`config.mk`:
```
export PLATFORM = sky130hd
export DESIGN_NAME = dram_cmd_timer
export DESIGN_NICKNAME = d
export VERILOG_FILES = /design/src/rtl/dram_cmd_timer.sv
export SDC_FILE = /design/constraint.sdc
export NUM_CORES = 2
export LEC_CHECK = 0
export ABC_AREA = 1
export CAP_MARGIN = 15
export CORE_MARGIN = 2
export CORE_UTILIZATION = 44
export DETAILED_ROUTE_END_ITERATION = 16
export PLACE_DENSITY = 0.65
export SYNTH_ARGS = -nofsm -noshare
export SYNTH_HDL_FRONTEND = slang
export SYNTH_SLANG_ARGS = --single-unit
```
`constraint.sdc`:
```
create_clock -name clk_in -period 4.3 [get_ports clk_in]
set_input_delay 0.86 -clock clk_in [delete_from_list [all_inputs] [get_ports clk_in]]
set_output_delay 0.86 -clock clk_in [all_outputs]
set_load 0.005 [all_outputs]
```
`src/rtl/dram_cmd_timer.sv`:
```
// dram_cmd_timer: per-bank DRAM command timing controller that stalls, issues or drops scheduler commands.
// Optional refresh engine enabled by defining DRAM_REFRESH_EN.
module dram_cmd_timer #(
    parameter int BANK_GROUPS        = 8,
    parameter int BANKS_PER_GROUP    = 8,
    parameter int ROW_BITS           = 8,
    parameter int COL_BITS           = 4,
    parameter int DATA_WIDTH         = 512,
    parameter int ACTIVATION_LATENCY = 8,
    parameter int PRECHARGE_LATENCY  = 5,
    parameter int RAS_LATENCY        = 12,
    parameter int CCD_LATENCY        = 2,
    parameter int REFRESH_INTERVAL   = 780,
    parameter int REFRESH_LATENCY    = 26
) (
    input  logic                               clk_in,
    input  logic                               rst_in,
    input  logic                               cmd_valid_in,
    input  logic [2:0]                         cmd_in,
    input  logic [$clog2(BANK_GROUPS)-1:0]     bank_group_in,
    input  logic [$clog2(BANKS_PER_GROUP)-1:0] bank_in,
    input  logic [ROW_BITS-1:0]                row_in,
    input  logic [COL_BITS-1:0]                col_in,
    input  logic [DATA_WIDTH-1:0]              val_in,
    output logic                               cmd_ready_out,
    output logic                               dram_valid_out,
    output logic [2:0]                         dram_cmd_out,
    output logic [$clog2(BANK_GROUPS)-1:0]     dram_bg_out,
    output logic [$clog2(BANKS_PER_GROUP)-1:0] dram_bank_out,
    output logic [ROW_BITS-1:0]                dram_row_out,
    output logic [COL_BITS-1:0]                dram_col_out,
    output logic [DATA_WIDTH-1:0]              dram_val_out,
    output logic                               err_out
);
    localparam int NB  = BANK_GROUPS * BANKS_PER_GROUP;
    localparam int BW  = $clog2(NB);
    localparam int BGW = $clog2(BANK_GROUPS);
    localparam int BKW = $clog2(BANKS_PER_GROUP);

    function automatic int max2(input int a, input int b);
        return (a > b) ? a : b;
    endfunction

    localparam int MAXL = max2(max2(max2(ACTIVATION_LATENCY, PRECHARGE_LATENCY),
                                    max2(RAS_LATENCY, CCD_LATENCY)), REFRESH_LATENCY);
    localparam int CW = $clog2(MAXL + 1);
    // Counters load latency-1 so they reach zero exactly latency cycles after the accepting cycle.
    localparam logic [CW-1:0] ACT_LD = CW'(ACTIVATION_LATENCY - 1);
    localparam logic [CW-1:0] PRE_LD = CW'(PRECHARGE_LATENCY - 1);
    localparam logic [CW-1:0] RAS_LD = CW'(RAS_LATENCY - 1);
    localparam logic [CW-1:0] CCD_LD = CW'(CCD_LATENCY - 1);

    localparam logic [1:0] ST_IDLE    = 2'd0;
    localparam logic [1:0] ST_OPENING = 2'd1;
    localparam logic [1:0] ST_OPEN    = 2'd2;
    localparam logic [1:0] ST_CLOSING = 2'd3;

    localparam logic [2:0] C_NOP = 3'd0;
    localparam logic [2:0] C_ACT = 3'd1;
    localparam logic [2:0] C_PRE = 3'd2;
    localparam logic [2:0] C_RD  = 3'd3;
    localparam logic [2:0] C_WR  = 3'd4;
    localparam logic [2:0] C_REF = 3'd5;

    logic [1:0]            st_q   [NB];
    logic [1:0]            st_d   [NB];
    logic [ROW_BITS-1:0]   row_q  [NB];
    logic [ROW_BITS-1:0]   row_d  [NB];
    logic [CW-1:0]         tcnt_q [NB];
    logic [CW-1:0]         tcnt_d [NB];
    logic [CW-1:0]         ras_q  [NB];
    logic [CW-1:0]         ras_d  [NB];
    logic [CW-1:0]         ccd_q, ccd_d;
    logic                  dram_valid_q, dram_valid_d;
    logic [2:0]            dram_cmd_q, dram_cmd_d;
    logic [BGW-1:0]        dram_bg_q, dram_bg_d;
    logic [BKW-1:0]        dram_bank_q, dram_bank_d;
    logic [ROW_BITS-1:0]   dram_row_q, dram_row_d;
    logic [COL_BITS-1:0]   dram_col_q, dram_col_d;
    logic [DATA_WIDTH-1:0] dram_val_q, dram_val_d;
    logic                  err_q, err_d;
    logic [BW-1:0]         bidx;
    logic                  is_act, is_pre, is_rw, is_open, legal, time_ok, issue;
    logic                  ref_go, act_block;

    always_comb begin
        bidx          = BW'(int'(bank_group_in) * BANKS_PER_GROUP + int'(bank_in));
        is_act        = cmd_in == C_ACT;
        is_pre        = cmd_in == C_PRE;
        is_rw         = cmd_in == C_RD || cmd_in == C_WR;
        is_open       = st_q[bidx] == ST_OPEN || st_q[bidx] == ST_OPENING;
        legal         = cmd_in == C_NOP || (is_act && !is_open) || (is_pre && is_open) ||
                        (is_rw && is_open && row_in == row_q[bidx]);
        time_ok       = is_act ? (tcnt_q[bidx] == '0 && !act_block) :
                        is_pre ? ras_q[bidx] == '0 :
                        is_rw  ? (tcnt_q[bidx] == '0 && ccd_q == '0) : 1'b1;
        cmd_ready_out = !cmd_valid_in || !legal || time_ok;
        issue         = cmd_valid_in && legal && time_ok && cmd_in != C_NOP;
        err_d         = cmd_valid_in && !legal;
    end

    always_comb begin
        for (int b = 0; b < NB; b++) begin
            tcnt_d[b] = (tcnt_q[b] == '0) ? '0 : tcnt_q[b] - CW'(1);
            ras_d[b]  = (ras_q[b] == '0) ? '0 : ras_q[b] - CW'(1);
            row_d[b]  = row_q[b];
            st_d[b]   = (st_q[b] == ST_OPENING && tcnt_q[b] == '0) ? ST_OPEN :
                        (st_q[b] == ST_CLOSING && tcnt_q[b] == '0) ? ST_IDLE : st_q[b];
        end
        ccd_d = (ccd_q == '0) ? '0 : ccd_q - CW'(1);
        if (issue && is_act) begin
            st_d[bidx]   = ST_OPENING;
            row_d[bidx]  = row_in;
            tcnt_d[bidx] = ACT_LD;
            ras_d[bidx]  = RAS_LD;
        end
        if (issue && is_pre) begin
            st_d[bidx]   = ST_CLOSING;
            tcnt_d[bidx] = PRE_LD;
        end
        if (issue && is_rw)
            ccd_d = CCD_LD;
        dram_valid_d = issue || ref_go;
        dram_cmd_d   = issue ? cmd_in : ref_go ? C_REF : dram_cmd_q;
        dram_bg_d    = issue ? bank_group_in : dram_bg_q;
        dram_bank_d  = issue ? bank_in : dram_bank_q;
        dram_row_d   = issue ? row_in : dram_row_q;
        dram_col_d   = issue ? col_in : dram_col_q;
        dram_val_d   = issue ? val_in : dram_val_q;
    end

    always_ff @(posedge clk_in or negedge rst_in) begin
        if (!rst_in) begin
            for (int b = 0; b < NB; b++) begin
                st_q[b]   <= ST_IDLE;
                row_q[b]  <= '0;
                tcnt_q[b] <= '0;
                ras_q[b]  <= '0;
            end
            ccd_q        <= '0;
            dram_valid_q <= 1'b0;
            dram_cmd_q   <= '0;
            dram_bg_q    <= '0;
            dram_bank_q  <= '0;
            dram_row_q   <= '0;
            dram_col_q   <= '0;
            dram_val_q   <= '0;
            err_q        <= 1'b0;
        end else begin
            st_q         <= st_d;
            row_q        <= row_d;
            tcnt_q       <= tcnt_d;
            ras_q        <= ras_d;
            ccd_q        <= ccd_d;
            dram_valid_q <= dram_valid_d;
            dram_cmd_q   <= dram_cmd_d;
            dram_bg_q    <= dram_bg_d;
            dram_bank_q  <= dram_bank_d;
            dram_row_q   <= dram_row_d;
            dram_col_q   <= dram_col_d;
            dram_val_q   <= dram_val_d;
            err_q        <= err_d;
        end
    end

`ifdef DRAM_REFRESH_EN
    localparam int            RIW    = $clog2(REFRESH_INTERVAL);
    localparam logic [CW-1:0] REF_LD = CW'(REFRESH_LATENCY - 1);

    logic [RIW-1:0] rint_q, rint_d;
    logic [CW-1:0]  rfc_q, rfc_d;
    logic           due_q, due_d, all_idle;

    // REF only goes out on a cycle with no scheduler issue, so the bus carries one command per cycle.
    always_comb begin
        all_idle = 1'b1;
        for (int b = 0; b < NB; b++)
            all_idle = all_idle && st_q[b] == ST_IDLE;
        ref_go    = due_q && all_idle && !issue;
        act_block = due_q || rfc_q != '0;
        rint_d    = (rint_q == RIW'(REFRESH_INTERVAL - 1)) ? '0 : rint_q + RIW'(1);
        due_d     = (rint_q == RIW'(REFRESH_INTERVAL - 1)) || (due_q && !ref_go);
        rfc_d     = ref_go ? REF_LD : (rfc_q == '0) ? '0 : rfc_q - CW'(1);
    end

    always_ff @(posedge clk_in or negedge rst_in) begin
        if (!rst_in) begin
            rint_q <= '0;
            rfc_q  <= '0;
            due_q  <= 1'b0;
        end else begin
            rint_q <= rint_d;
            rfc_q  <= rfc_d;
            due_q  <= due_d;
        end
    end
`else
    assign ref_go    = 1'b0;
    assign act_block = 1'b0;
`endif

    assign dram_valid_out = dram_valid_q;
    assign dram_cmd_out   = dram_cmd_q;
    assign dram_bg_out    = dram_bg_q;
    assign dram_bank_out  = dram_bank_q;
    assign dram_row_out   = dram_row_q;
    assign dram_col_out   = dram_col_q;
    assign dram_val_out   = dram_val_q;
    assign err_out        = err_q;
endmodule
```
# After elaboration in Yosys (flattened, before gate mapping)
# Index checks and enable logic that the tools add are counted.
classes:
  n_addsub: 130
  magnitude_cmp: 2
  n_eq_ne: 135
  n_mux: 285
  bitwise_logic: 14
  n_reduce_logical: 284
ops:
  columns: ["operator", "n"]
  rows:
  - ["$mux 320", 3]
  - ["$mux 5", 135]
  - ["$logic_not 5->1", 131]
  - ["$sub 5x1->5 const B", 129]
  - ["$bwmux 512", 1]
  - ["$or 192x192->192", 2]
  - ["$mux 2", 131]
  - ["$and 128x128->128", 2]
  - ["$and 256x256->256", 1]
  - ["$mux 128", 2]
  - ["$not 128->128", 2]
  - ["$not 256->256", 1]
  - ["$logic_and 1x1->1", 141]
  - ["$eq 2x1->1 const B", 65]
  - ["$eq 2x2->1 const B", 65]
  - ["$or 128x128->128", 1]
  - ["$or 64x64->64", 2]
  - ["$and 64x64->64", 1]
  - ["$not 64->64", 1]
  - ["$bmux 5 s6", 2]
  - ["$bmux 8 s6", 1]
  - ["$demux 8 s6", 1]
  - ["$demux 5 s6", 1]
  - ["$mux 8", 3]
  - ["other kinds (15)", 26]
word_totals:
  reg_bits: 1820
  input_bits: 536
  wordCells: 1115

# Longest topological paths before layout
depth:
  ltp_word: 19
  depth_mapped: 29
  depth_no_buf: 24

# Worst setup path after synthesis
# Ideal clock, no wire load.
synth_path:
  kind: "input to output"
  from: "in bank_in[1]"
  to: "out cmd_ready_out"
  arrival_time_ns: 2.901
  required_time_ns: 3.440
  setup_slack_ns: 0.539
  stages: 17
  cell_sequence: "buf_2 nand2_1 clkbuf_1 nor2_1 o21ai_0 nand2_1 o21ai_0 nand2_1 nor2_1 nand3_1 nand2_1 nand2_1 nor2_1 nand3_1 a21oi_1 clkbuf_1 nand2_1"
synth_via:
  elab_chain_cells: 15
  word_cells_on_any_way: 35
  cone_classes: "add/sub (1); eq/ne (3); mux (15); bitwise (1); reduce/logical (15)"
synth_lines:
  columns: ["item", "line", "source"]
  rows:
  - ["start, declared", "21", "input logic [$clog2(BANKS_PER_GROUP)-1:0] bank_in,"]
  - ["$add 6x3->6 *", "87", "bidx = BW'(int'(bank_group_in) * BANKS_PER_GROUP + int'(bank_in));"]
  - ["$not 6->7 (not written as such) *", null, null]
  - ["$bmux 2 s6", "91", "is_open = st_q[bidx] == ST_OPEN || st_q[bidx] == ST_OPENING;"]
  - ["$mux 2 (not written as such) (2 in series)", "91", null]
  - ["$eq 2x2->1 / $eq 2x1->1 (equally long branches)", "91", null]
  - ["$logic_or 1x1->1", "91", null]
  - ["$logic_not 1->1", "92", "legal = cmd_in == C_NOP || (is_act && !is_open) || (is_pre && is_open) ||"]
  - ["$logic_and 1x1->1", "92", null]
  - ["$logic_or 1x1->1 (3 in series)", "92", null]
  - ["$logic_not 1->1", "97", "cmd_ready_out = !cmd_valid_in || !legal || time_ok;"]
  - ["$logic_or 1x1->1", "97", null]
  - ["$logic_or 1x1->1 *", "97", null]
  - ["end, declared", "25", "output logic cmd_ready_out,"]
# Mark *: on every way between the ends. The rest lies on a longest branch, timed or not. The select of a mux whose other input is x is not followed.

# Worst setup path after layout
layout_path:
  from: "in bank_in[0]"
  to: "out cmd_ready_out"
# The elaborated chain is that of the path after synthesis.

==> results_dict.tcl <==
set metrics [dict create \
    grt_max_degree 132 \
    worst_pin_slew_ps 960 \
    ys_ff_latch 1820 \
    syn_area_mm2 0.0883 \
    syn_avg_cell_area_um2 7.69 \
    drtPass1Iterations 7 \
    overflow 0 \
    initial_core_util_pct 44.2 \
    wl_per_cell_um 26.0 \
    nets 13500 \
    io_pins 1072 \
    fp.dieH_um 452 \
    rsz0062_at_grt "true" \
    violations "antenna violations, negative setup slack" \
    synth_top_area_share_pct 51.6 \
    ctsHtreeMaxLevel 4 \
    post-route-util_pct 57.5 \
    drive_gt1_share_pct 9.63 \
    via_per_inst 5.39 \
    fillerInstances 18100 \
    setup_viol 1 \
    seqCellArea_mm2 0.0455 \
    async_reset_ff_share_pct 100 \
    port_buffers 1071 \
    drv_slew 0 \
    place_inst 15200 \
    final.setup_skew_ps 34.5 \
    syn_inst 11500 \
    slew_headroom_pct 36.0 \
    dieArea_mm2 0.204 \
    syn_to_final_growth_pct 29.9 \
    synth_edf_count 0 \
    power.density_mw_per_mm2 622 \
    maxCapViolCount 0 \
    hold_viol_final 0 \
    synth_common_cells "nand2_1 (4693), dfrtp_1 (1820), inv_1 (1129)" \
    fin_ws_ps -62.1 \
    antenna_found_initial 161 \
    ys_warn_count 0 \
    fin_hold_ws_ps 462 \
    cts_made_buffers 202 \
    irDropWorstVdd_mv 0.461 \
    min_period_ps 4360 \
    worst_setup_path_end_kind "output port" \
    worstPathRequired_ps 3440 \
    grt_use_total_pct 39.5 \
    hold_path_class "flop to flop" \
    place_congestion 1.08 \
    vias 84900 \
    grt_pass1_wl_um 580000 \
    ys.flop_type "dfrtp_1" \
    clk_path_buf_depth 3 \
    synth_top_cell_by_area "dfrtp_1" \
    first_global_vias 79900 \
    cts_sinks 1820 \
    synth_nets 12200 \
    crit_path_start_kind "input pin" \
    ys_types 43 \
    core_mm2 0.200 \
    status "finished, violations left" \
    num_rows 164 \
    final_cell_count_no_fill 15700 \
    yosysMostFrequentCell "nand2_1" \
    cts-root-buf "clkbuf_16" \
    multi_input_area_mm2 0.0363 \
    drtAntennaViolNets 1 \
    fin_crit_sh_pct 101 \
    max_clock_freq_mhz 229 \
    clock_latency_ps 870 \
    wirelength_um 410000 \
    fp.dieW_um 452 \
    crit_type "input pin to output port" \
    synth_area_leaders "dfrtp_1 (52%), nand2_1 (20%), o21ai_0 (5.2%)" \
    leakagePower_nw 58.9 \
    seq_area_frac_synth_pct 51.6 \
    crit_arrival_ps 3500 \
    cp_max_fo 23 \
    cts_tree "done" \
    clkTransAtPathRegs_ps 50 \
    drt_iter0_markers 10200 \
    detailed_place_hpwl_um 319000 \
    drc_errors 0 \
]
==> area by class of cell <==
cell class / instances / share of cell area (%)
antenna: 102 / 0.223
clock inverter: 71 / 0.848
sequential: 1820 / 39.7
inverter: 1134 / 3.74
tap: 2656 / 2.90
timing repair buffer: 1663 / 15.7
multi-input combinational: 7984 / 31.7
clock buffer: 305 / 5.25
==> worst max-delay path: stages <==
cell and delay, ps:
buf_16 150, buf_12 170, buf_12 170, o21ai_1 220, nand2_1 80, nand2_1 80
nand2_1 60, nand2_1 200, nand2_1 80, nand2_1 80, nor2_1 40, nand2_1 70
nand2_1 70, buf_4 140, a21oi_1 130, nor2_1 60, buf_4 140, a21oi_4 150
nand2_2 80, buf_12 140, dlygate4sd2_1 250
==> metrics by stage <==
stage	setup WS, ps	cell area, um^2	setup TNS (ps)	power [mW]
6_report	-62.1	115000	-62.1	71.4
5_1_grt	-167	115000	-167	75.5
4_1_cts	2.20	114000	0	71.0
3_5_place_dp	-589	106000	-566850	52.4
3_3_place_gp	-564	106000	-395930	51.4
2_1_floorplan	539	88300	0	39.2
==> state kept, by name, indices dropped and copies added (netlist names) <==
name	flops
ccd_q	5
dram_bank_out	3
dram_bg_out	3
dram_cmd_out	3
dram_col_out	4
dram_row_out	8
dram_val_out	512
dram_valid_out	1
err_out	1
ras_q	320
row_q	512
st_q	128
tcnt_q	320
==> cells by family (layout without fill, tap and decap cells) <==
| kind of cell | after synthesis | after routing | synth area share [%] |
|---|---|---|---|
| AO/OA/AOI/OAI | 1405 | 1405 | 8.49 |
| XOR/XNOR | 152 | 152 | 1.51 |
| adder cells (fa/ha/maj) | 129 | 129 | 1.83 |
| buffers and inverters | 1685 | 3173 | 7.79 |
| flip-flops | 1820 | 1820 | 51.6 |
| other | 0 | 102 | 0 |
| AND/OR/NAND/NOR | 6298 | 6298 | 28.8 |
==> what timing repair did <==
action | in CTS | in global routing
buffers inserted | 34 | 4
setup endpoints to repair | 1 | 1
gates cloned | 16 | 1
resized for setup | 172 | 55
hold buffers | 1 | 0
endpoints found under the hold margin | 68 | 0
pin swaps | 44 | 25
==> metal layers <==
metal / GRT usage [%] / wire length (um) / up-vias
li1: - / - / 38500
met1: 53.8 / 170000 / 41300
met2: 58.3 / 177000 / 4165
met3: 10.2 / 40300 / 807
met4: 19.7 / 22400 / 26
met5: 0 / 174 / -
==> report_power, final <==
| group | switching, mW | internal, mW |
|---|---|---|
| logic | 14.0 | 11.6 |
| registers | 4.65 | 22.8 |
| clock network | 7.52 | 10.8 |
==> layout by cell type (no fill, tap or decap), types with 34 or more instances in the layout <==
| master | instances |
|---|---|
| a21oi_1 | 144 |
| buf_12 | 172 |
| buf_4 | 371 |
| clkbuf_1 | 47 |
| clkbuf_16 | 205 |
| clkbuf_8 | 54 |
| clkdlybuf4s50_1 | 1064 |
| clkinv_2 | 34 |
| dfrtp_1 | 1820 |
| diode_2 | 102 |
| ha_1 | 129 |
| inv_1 | 1113 |
| nand2_1 | 4636 |
| nand2_2 | 52 |
| nand3_1 | 369 |
| nand3_4 | 37 |
| nand4_1 | 38 |
| nor2_1 | 830 |
| nor3_1 | 95 |
| o211ai_1 | 110 |
| o21ai_0 | 897 |
| o21ai_1 | 147 |
| o22ai_1 | 38 |
| or2_2 | 124 |
| xnor2_1 | 55 |
| xor2_1 | 97 |
==> final timing paths <==
path | startpoint | slack [ps] | depth (start not counted) | to
worst min-delay path | ras_q[265] | 460 | 1 | ras_q[265]
worst max register to register | tcnt_q[63] | 690 | 24 | row_q[368]
worst max-delay path | bank_in[0] | -60 | 21 | cmd_ready_out
max in group asynchronous | rst_in | 2290 | 3 | dram_val_out[441]
min in group asynchronous | rst_in | 590 | 2 | ras_q[49]
worst min register to register | ras_q[265] | 460 | 1 | ras_q[265]
Power figures use the tool's default switching activity.
